===== src/rtl/wb_arb_pkg.sv =====
`default_nettype none
// +----------------------------------------------------------------------+
// | wb_arb_pkg - shared types for the register-file write-port arbiter   |
// | Rev 1.0                                                              |
// +----------------------------------------------------------------------+
package wb_arb_pkg;

  localparam int XLEN       = 32;
  localparam int REG_ADDR_W = 5;

  typedef struct packed {
    logic                  valid;
    logic [REG_ADDR_W-1:0] rd;
    logic [XLEN-1:0]       data;
  } wb_pend_t;

  typedef enum logic {
    ARB_IDLE  = 1'b0,
    ARB_STALL = 1'b1
  } arb_state_t;

endpackage
`default_nettype wire


===== src/rtl/wb_pend_fifo.sv =====
`default_nettype none
// +----------------------------------------------------------------------+
// | wb_pend_fifo - pending MDU result buffer with squash-by-rd           |
// | Rev 1.0                                                              |
// +----------------------------------------------------------------------+
module wb_pend_fifo
  import wb_arb_pkg::*;
#(
  parameter int DEPTH = 2
) (
  input  logic                              clk,
  input  logic                              rst,
  input  logic                              push,
  input  logic [REG_ADDR_W-1:0]             push_rd,
  input  logic [XLEN-1:0]                   push_data,
  input  logic                              pop,
  input  logic                              squash_en,
  input  logic [REG_ADDR_W-1:0]             squash_rd,
  output wb_pend_t                          head,
  output logic [$clog2(DEPTH+1)-1:0]        count,
  output logic [DEPTH-1:0]                  ent_valid,
  output logic [DEPTH*REG_ADDR_W-1:0]       ent_rd
);

  localparam int PTR_W = $clog2(DEPTH);
  localparam int CNT_W = $clog2(DEPTH + 1);

  wb_pend_t [DEPTH-1:0] r_mem;
  logic [PTR_W-1:0]     r_wr_ptr;
  logic [PTR_W-1:0]     r_rd_ptr;
  logic [CNT_W-1:0]     r_count;

  // Popped slots drop their valid bit so the flat view only shows live entries.
  always_ff @(posedge clk) begin
    if (rst) begin
      r_mem    <= '0;
      r_wr_ptr <= '0;
      r_rd_ptr <= '0;
      r_count  <= '0;
    end else begin
      for (int i = 0; i < DEPTH; i++) begin
        if (squash_en && (r_mem[i].rd == squash_rd)) begin
          r_mem[i].valid <= 1'b0;
        end
      end
      if (pop) begin
        r_mem[r_rd_ptr].valid <= 1'b0;
        r_rd_ptr              <= r_rd_ptr + PTR_W'(1);
      end
      if (push) begin
        r_mem[r_wr_ptr] <= wb_pend_t'{valid: 1'b1, rd: push_rd, data: push_data};
        r_wr_ptr        <= r_wr_ptr + PTR_W'(1);
      end
      case ({push, pop})
        2'b10:   r_count <= r_count + CNT_W'(1);
        2'b01:   r_count <= r_count - CNT_W'(1);
        default: r_count <= r_count;
      endcase
    end
  end

  assign head  = r_mem[r_rd_ptr];
  assign count = r_count;

  for (genvar gi = 0; gi < DEPTH; gi++) begin : g_view
    assign ent_valid[gi]                           = r_mem[gi].valid;
    assign ent_rd[gi*REG_ADDR_W +: REG_ADDR_W]     = r_mem[gi].rd;
  end

endmodule
`default_nettype wire


===== src/rtl/wb_port_arbiter.sv =====
`default_nettype none
// +----------------------------------------------------------------------+
// | wb_port_arbiter - core writeback vs. MUL/DIV register-file arbiter   |
// | Rev 1.0                                                              |
// +----------------------------------------------------------------------+
module wb_port_arbiter #(
  parameter int XLEN     = wb_arb_pkg::XLEN,
  parameter int DEPTH    = 2,
  parameter int MAX_WAIT = 4
) (
  input  logic                              clk,
  input  logic                              rst,
  input  logic                              core_we,
  input  logic [wb_arb_pkg::REG_ADDR_W-1:0] core_rd,
  input  logic [XLEN-1:0]                   core_wdata,
  input  logic                              mdu_valid,
  input  logic [wb_arb_pkg::REG_ADDR_W-1:0] mdu_rd,
  input  logic [XLEN-1:0]                   mdu_wdata,
  output logic                              mdu_ready,
  output logic                              rf_we,
  output logic [wb_arb_pkg::REG_ADDR_W-1:0] rf_waddr,
  output logic [XLEN-1:0]                   rf_wdata,
  output logic                              core_stall,
  input  logic [wb_arb_pkg::REG_ADDR_W-1:0] rs1_addr,
  input  logic [wb_arb_pkg::REG_ADDR_W-1:0] rs2_addr,
  output logic                              raw_hazard
);

  import wb_arb_pkg::*;

  localparam int CNT_W = $clog2(DEPTH + 1);
  localparam int AGE_W = $clog2(MAX_WAIT + 1);
  localparam logic [CNT_W-1:0] c_depth_cnt = CNT_W'(DEPTH);
  localparam logic [AGE_W-1:0] c_age_max   = AGE_W'(MAX_WAIT);

  arb_state_t                  r_state;
  arb_state_t                  w_state_next;
  logic [AGE_W-1:0]            r_age;
  logic [AGE_W-1:0]            w_age_next;
  logic                        r_mdu_ready;
  wb_pend_t                    w_head;
  logic [CNT_W-1:0]            w_count;
  logic [CNT_W-1:0]            w_count_next;
  logic [DEPTH-1:0]            w_ent_valid;
  logic [DEPTH*REG_ADDR_W-1:0] w_ent_rd;
  logic [DEPTH-1:0]            w_hit;
  logic                        w_stall;
  logic                        w_core_commit;
  logic                        w_accept;
  logic                        w_push;
  logic                        w_pop;
  logic                        w_fifo_empty;

  assign w_stall       = (r_state == ARB_STALL);
  assign w_core_commit = core_we && (core_rd != '0) && !w_stall;
  assign w_accept      = mdu_valid && r_mdu_ready;
  // A same-cycle core write to the same rd is younger, so the MDU result is dropped.
  assign w_push        = w_accept && (mdu_rd != '0) &&
                         !(w_core_commit && (core_rd == mdu_rd));
  assign w_fifo_empty  = (w_count == '0);
  assign w_pop         = !w_core_commit && !w_fifo_empty;

  wb_pend_fifo #(
    .DEPTH (DEPTH)
  ) u_fifo (
    .clk       (clk),
    .rst       (rst),
    .push      (w_push),
    .push_rd   (mdu_rd),
    .push_data (mdu_wdata),
    .pop       (w_pop),
    .squash_en (w_core_commit),
    .squash_rd (core_rd),
    .head      (w_head),
    .count     (w_count),
    .ent_valid (w_ent_valid),
    .ent_rd    (w_ent_rd)
  );

  always_comb begin
    w_count_next = w_count;
    if (w_push && !w_pop) begin
      w_count_next = w_count + CNT_W'(1);
    end else if (!w_push && w_pop) begin
      w_count_next = w_count - CNT_W'(1);
    end
  end

  // An invalid head that is not popped holds its age; only a live result ages.
  always_comb begin
    w_age_next = r_age;
    if (w_pop || w_fifo_empty) begin
      w_age_next = '0;
    end else if (w_head.valid && (r_age != c_age_max)) begin
      w_age_next = r_age + AGE_W'(1);
    end
  end

  always_ff @(posedge clk) begin
    if (rst) begin
      r_age       <= '0;
      r_mdu_ready <= 1'b1;
    end else begin
      r_age       <= w_age_next;
      r_mdu_ready <= (w_count_next < c_depth_cnt);
    end
  end

  always_ff @(posedge clk) begin
    if (rst) begin
      r_state <= ARB_IDLE;
    end else begin
      r_state <= w_state_next;
    end
  end

  always_comb begin
    w_state_next = r_state;
    case (r_state)
      ARB_IDLE: begin
        if ((w_count_next == c_depth_cnt) || (w_age_next >= c_age_max)) begin
          w_state_next = ARB_STALL;
        end
      end
      ARB_STALL: w_state_next = ARB_IDLE;
    endcase
  end

  always_comb begin
    core_stall = 1'b0;
    rf_we      = 1'b0;
    rf_waddr   = '0;
    rf_wdata   = '0;
    if (!rst) begin
      core_stall = w_stall;
      if (w_core_commit) begin
        rf_we    = 1'b1;
        rf_waddr = core_rd;
        rf_wdata = core_wdata;
      end else if (w_pop && w_head.valid) begin
        rf_we    = 1'b1;
        rf_waddr = w_head.rd;
        rf_wdata = w_head.data;
      end
    end
  end

  assign mdu_ready = r_mdu_ready && !rst;

  for (genvar gi = 0; gi < DEPTH; gi++) begin : g_haz
    logic [REG_ADDR_W-1:0] w_rd;
    assign w_rd      = w_ent_rd[gi*REG_ADDR_W +: REG_ADDR_W];
    assign w_hit[gi] = w_ent_valid[gi] && (w_rd != '0) &&
                       ((w_rd == rs1_addr) || (w_rd == rs2_addr));
  end

  assign raw_hazard = !rst && (|w_hit);

endmodule
`default_nettype wire


===== config.mk =====
export PLATFORM = sky130hd
export DESIGN_NAME = wb_port_arbiter
export DESIGN_NICKNAME = d
export VERILOG_FILES = /design/src/rtl/wb_arb_pkg.sv /design/src/rtl/wb_pend_fifo.sv /design/src/rtl/wb_port_arbiter.sv
export SDC_FILE = /design/constraint.sdc
export NUM_CORES = 1
export LEC_CHECK = 0
export BUFFER_PORTS_ARGS = -buffer_cell sky130_fd_sc_hd__buf_2
export CAP_MARGIN = 10
export CORE_ASPECT_RATIO = 0.7
export CORE_MARGIN = 8
export CORE_UTILIZATION = 50
export DETAILED_ROUTE_END_ITERATION = 10
export GPL_TIMING_DRIVEN = 0
export PLACE_DENSITY_LB_ADDON = 0.2
export SYNTH_ARGS = -nofsm -noshare
export SYNTH_HDL_FRONTEND = slang
export SYNTH_SLANG_ARGS = --single-unit

===== constraint.sdc =====
create_clock -name clk -period 4.7 [get_ports clk]
set_clock_uncertainty 0.15 [all_clocks]
set_input_delay 0.94 -clock clk [delete_from_list [all_inputs] [get_ports clk]]
set_output_delay 0.94 -clock clk [all_outputs]
set_load 0.01 [all_outputs]

# Word level (Yosys, flattened, before mapping)
# Index checks and enable logic that the tools add are counted.
# W data, S select, Z words.
dict set report op_classes {
  addsub 5
  order_cmp 6
  eq_ne 11
  muxes 32
  bitwise_logic 1
  n_reduce_logical 39
}
# cell count
set op_table {}
lappend op_table {{$mux W76} 3}
lappend op_table {{$bwmux W76} 2}
lappend op_table {{$mux W38} 4}
lappend op_table {{$mux W32} 3}
lappend op_table {{$demux W38 S1} 2}
lappend op_table {{$eq A5 B5 Y1} 7}
lappend op_table {{$logic_and A1 B1 Y1} 21}
lappend op_table {{$reduce_bool A5 Y1} 4}
lappend op_table {{$mux W5} 3}
lappend op_table {{$mux W1} 9}
lappend op_table {{$logic_not A1 Y1} 7}
lappend op_table {{$mux W3} 2}
lappend op_table {{$eq A2 B2 Y1 const B} 2}
lappend op_table {{$logic_or A1 B1 Y1} 4}
lappend op_table {{$lt A1 B2 Y1 const B} 2}
lappend op_table {{$mux W2} 2}
lappend op_table {{$pmux W2 S2} 1}
lappend op_table {{$add A3 B1 Y3 const B} 1}
lappend op_table {{$ge A3 B3 Y1 const B} 1}
lappend op_table {{$ne A3 B3 Y1 const B} 1}
lappend op_table {{$add A1 B1 Y1 const B} 2}
lappend op_table {{$add A2 B1 Y2 const B} 1}
lappend op_table {{$eq A2 B1 Y1 const B} 1}
lappend op_table {{$ge A1 B1 Y1 const B} 2}
lappend op_table {{other kinds (7)} 7}
dict set report word_totals {
  ff_bits 85
  input_bits 88
  output_inout_bits 41
  word_cells 106
}

# Logic depth before layout (Yosys ltp)
dict set report logic_depth {
  word_depth 14
  mapped_depth 10
  mapped_depth_nobuf 10
}

# Modules after synthesis
# From an unflattened synthesis, not the netlist that was laid out.
dict set report hier_totals {
  cells_unflattened 594
  hier_area_um2 4649.5
}
# mod n_inst cells_each area_each_um2
set by_module_without_submodules {}
lappend by_module_without_submodules {wb_pend_fifo 1 416 3423.3}
lappend by_module_without_submodules {wb_port_arbiter 1 178 1226.2}

# Least setup slack after synthesis
# No wires, ideal clock.
dict set report synth_timing {
  path_type {in2out}
  start {input port core_rd[3] in the netlist's numbering}
  end {output port rf_wdata[10]}
  t_arrival_ns 2.514
  required_time_ns 3.610
  slack_ns 1.096
  path_stages 8
  path_buffers 3
  cell_sequence {clkbuf_1 > or3_1 > o22ai_2 > and2_1 > buf_2 > buf_2 > a22oi_1 > nor2_1}
}
dict set report synth_via {
  elab_chain_len 9
}
# element line_no
set synth_lines {}
lappend synth_lines {{start, declared} wb_port_arbiter.sv:14} ;# input logic [wb_arb_pkg::REG_ADDR_W-1:0] core_rd,
lappend synth_lines {{$reduce_bool A5 Y1 (*)} wb_port_arbiter.sv:55} ;# assign w_core_commit = core_we && (core_rd != '0) && !w_stall;
lappend synth_lines {{$logic_and A1 B1 Y1 (*) (2 in series)} wb_port_arbiter.sv:55}
lappend synth_lines {{$logic_not A1 Y1} wb_port_arbiter.sv:61} ;# assign w_pop = !w_core_commit && !w_fifo_empty;
lappend synth_lines {{$logic_and A1 B1 Y1} wb_port_arbiter.sv:61}
lappend synth_lines {{$logic_and A1 B1 Y1} wb_port_arbiter.sv:140} ;# end else if (w_pop && w_head.valid) begin
lappend synth_lines {{$mux W32} wb_port_arbiter.sv:140}
lappend synth_lines {{$mux W32 (*)} wb_port_arbiter.sv:136} ;# if (w_core_commit) begin
lappend synth_lines {{$mux W32 (*)} wb_port_arbiter.sv:134} ;# if (!rst) begin
lappend synth_lines {{end, declared} wb_port_arbiter.sv:22} ;# output logic [XLEN-1:0] rf_wdata,
# Every way passes the cells marked *; elsewhere a longest branch is shown, timed or not.

# Worst setup path after layout
dict set report layout_timing {
  start {input port core_we}
  end {output port rf_waddr[1] in the netlist's numbering}
}
dict set report layout_via {
  elab_chain_len 8
}
# element line_no
set layout_lines {}
lappend layout_lines {{start, declared} wb_port_arbiter.sv:13} ;# input logic core_we,
lappend layout_lines {{$logic_and A1 B1 Y1 (*) (2 in series)} wb_port_arbiter.sv:55}
lappend layout_lines {{$logic_not A1 Y1} wb_port_arbiter.sv:61}
lappend layout_lines {{$logic_and A1 B1 Y1} wb_port_arbiter.sv:61}
lappend layout_lines {{$logic_and A1 B1 Y1} wb_port_arbiter.sv:140}
lappend layout_lines {{$mux W5} wb_port_arbiter.sv:140}
lappend layout_lines {{$mux W5 (*)} wb_port_arbiter.sv:136}
lappend layout_lines {{$mux W5 (*)} wb_port_arbiter.sv:134}
lappend layout_lines {{end, declared} wb_port_arbiter.sv:21} ;# output logic [wb_arb_pkg::REG_ADDR_W-1:0] rf_waddr,
# Marked as above.

==> results.json <==
{
  "status": "finished, final reports clean",
  "whs_ps": 341,
  "power_frac_clock_pct": 29.0,
  "cts_hold_buf": 0,
  "wl_um": 13900,
  "synth_seq_area_share_pct": 36.8,
  "fp.dieArea_mm2": 0.0126,
  "cts.clk_slew.worst_paths_ps": 60,
  "rr_worst_depth": 10,
  "min_path_type": "flip-flop to flip-flop",
  "place_area_mm2": 0.00541,
  "multi_input_area_mm2": 0.00266,
  "rrSetupSlack_ps": 2140,
  "cp-end-kind": "output port",
  "crit_fanout": 10,
  "synthToLayoutAreaGrowth_pct": 23.7,
  "finalNetCount": 740,
  "ys.flop_type": "dfxtp_1",
  "fp.dieW_um": 131,
  "clock_latency_ps": 340,
  "n_antenna_cell": 0,
  "regToRegEndpoint": "r_state",
  "layout_common_cells": "buf_2, nor2_1, dfxtp_1",
  "async_reset_ff_share_pct": 0,
  "wl_per_cell_um": 17.9,
  "pre_cts_ws_ps": 495,
  "ioPinCount": 129,
  "ir_drop_uv": 286,
  "cp.arrival_ps": 3120,
  "die_h_um": 96.5,
  "yosysWarnings": 0,
  "syn-num-nets": 603,
  "start_kind": "input port",
  "grt_max_degree": 15,
  "tritoncts": "built",
  "p_per_area_mw_per_mm2": 440,
  "p_sw_share_pct": 33.8,
  "crit_end": "rf_waddr[1]",
  "max_freq_ghz": 0.237,
  "p_sw_uw": 850,
  "setup_ws_ps": 487,
  "hold_viol": 0,
  "fin_area_mm2": 0.00572,
  "antenna_found_initial": 0,
  "synth.cell_area_mm2": 0.00463,
  "intPower_mw": 1.67,
  "finalSetupTns_ps": 0,
  "cts_max_path_buffers": 2,
  "grt_pass1_vias": 4297,
  "overflow": 0,
  "cts_buffers": 9,
  "cp-startpoint": "core_we",
  "synthCells": 510,
  "final_antenna_net_count": 0,
  "port_buffers": 126,
  "cts_max_level": 3,
  "cts.sinks": 85,
  "drv_slew": 0,
  "rows": 29,
  "critical_path_class": "input port to output port",
  "core_area_mm2": 0.00903,
  "p_leak_nw": 2.60,
  "period_needed_ps": 4210,
  "drv_cap": 0,
  "tightest_slew_ps": 691,
  "synthDistinctLibCells": 37,
  "via_per_inst": 5.43,
  "place_congestion": 0.952,
  "seqCellArea_mm2": 0.00170,
  "cts_root_buffer": "clkbuf_16",
  "cts_resized": 0,
  "drive_gt1_share_pct": 30.1,
  "slew_headroom_pct": 53.9,
  "ys_seq_elements": 85,
  "timing.rr.start": "u_fifo.count[0]",
  "pwr-share-comb_pct": 36.8,
  "dpl.hpwl_um": 10400,
  "postCtsSetupRepairBufs": 0,
  "setup_viol": 0,
  "dr.pass1.iters": 5,
  "grt_pass1_wl_um": 21400,
  "drc": 0,
  "fin_util_pct": 63.3,
  "p_seq_share_pct": 34.2,
  "final_common_cell": "buf_2",
  "post-route-period-util_pct": 89.6,
  "rsz0062_at_grt": "false",
  "drtIter0Drc": 267,
  "synth_edf_count": 0,
  "synth.avg_cell_area_um2": 9.07,
  "start_util_pct": 51.2,
  "fillers": 797,
  "via_count": 4216,
  "grt_usage_pct": 21.9,
  "required_ps": 3610
}
[area by class of cell]
class,count,area share (%)
plain buffers,46,3.96
well taps,124,2.71
clock inverters,5,1.03
flip-flops and latches,85,29.7
clock buffers,11,4.42
multi-input cells,370,46.5
inverters,9,0.590
repair buffers,126,11.0
[flip-flops by register name, summed over array words and instances, names as in the netlist]
register,cells
u_fifo.ent_rd,10
u_fifo.r_mem,64
u_fifo.ent_valid,2
u_fifo.r_rd_ptr,1
r_state,1
u_fifo.count,2
r_mdu_ready,1
u_fifo.r_wr_ptr,1
r_age,3
[kinds of logic (layout without fill, tap and decap cells)]
group	count (synthesis)	count (layout)	share of synthesized area (%)
AOI/OAI and AO/OA	61	61	10.0
xor gates and xnor gates	40	40	7.57
adders and majority gates	5	5	1.35
buffers and inverters	55	197	5.63
DFF	85	85	36.8
muxes	112	112	25.3
and+or+nand+nor	152	152	13.4
[metrics by stage]
step           instances  total power, mW
2_1_floorplan        510             1.53
3_3_place_gp         760             1.76
3_5_place_dp         760             1.79
4_1_cts              776             2.52
5_1_grt              776             2.64
6_report             776             2.52
[metal layers]
metal	up-vias	global-route usage (%)	wire length (um)
met1	2045	27.7	6340
met5	-	0	0
met4	0	5.04	106
met2	133	37.0	6540
li1	2026	-	-
met3	12	5.21	915
[worst max-delay path: stages]
cell and delay (ps):
buf_2 80, nor2b_1 320, o31a_1 370, clkbuf_1 500, clkbuf_1 470, a22oi_1 170
nor2_1 130, buf_2 150
[power groups by stage]
stage	combinational (mW)	sequential [mW]	clock (mW)
2_1_floorplan	0.671	0.861	0
3_3_place_gp	0.888	0.869	0
3_5_place_dp	0.914	0.875	0
4_1_cts	0.924	0.861	0.737
5_1_grt	1.00	0.870	0.765
6_report	0.927	0.862	0.729
[how the worst min path moves through the flow]
| stage | from | end | slack [ps] | depth (start not counted) |
|---|---|---|---|---|
| 6_report | u_fifo.r_mem[40] | u_fifo.r_mem[40] | 340 | 2 |
| 5_1_grt | r_age[1] | r_age[1] | 350 | 2 |
| 4_1_cts | u_fifo.r_mem[40] | u_fifo.r_mem[40] | 340 | 2 |
| 3_5_place_dp | u_fifo.r_mem[40] | u_fifo.r_mem[40] | 330 | 2 |
| 3_3_place_gp | r_age[1] | r_age[1] | 310 | 2 |
| 2_1_floorplan | r_age[1] | r_age[1] | 300 | 2 |
[Yosys cell counts (4+ instances only)]
master | instances | area (um^2)
nor2_1 | 122 | 458
nand2_1 | 7 | 26.3
mux2i_1 | 74 | 741
ha_1 | 5 | 62.6
buf_2 | 4 | 20.0
buf_6 | 6 | 67.6
a21oi_1 | 6 | 30.0
nor3_1 | 7 | 35.0
a22oi_1 | 37 | 278
nor2b_1 | 5 | 31.3
inv_1 | 9 | 33.8
dfxtp_1 | 85 | 1700
mux2_2 | 38 | 428
clkbuf_1 | 34 | 128
xor2_1 | 22 | 193
xnor2_1 | 18 | 158
Note: power is estimated with default switching activity, not from simulation.
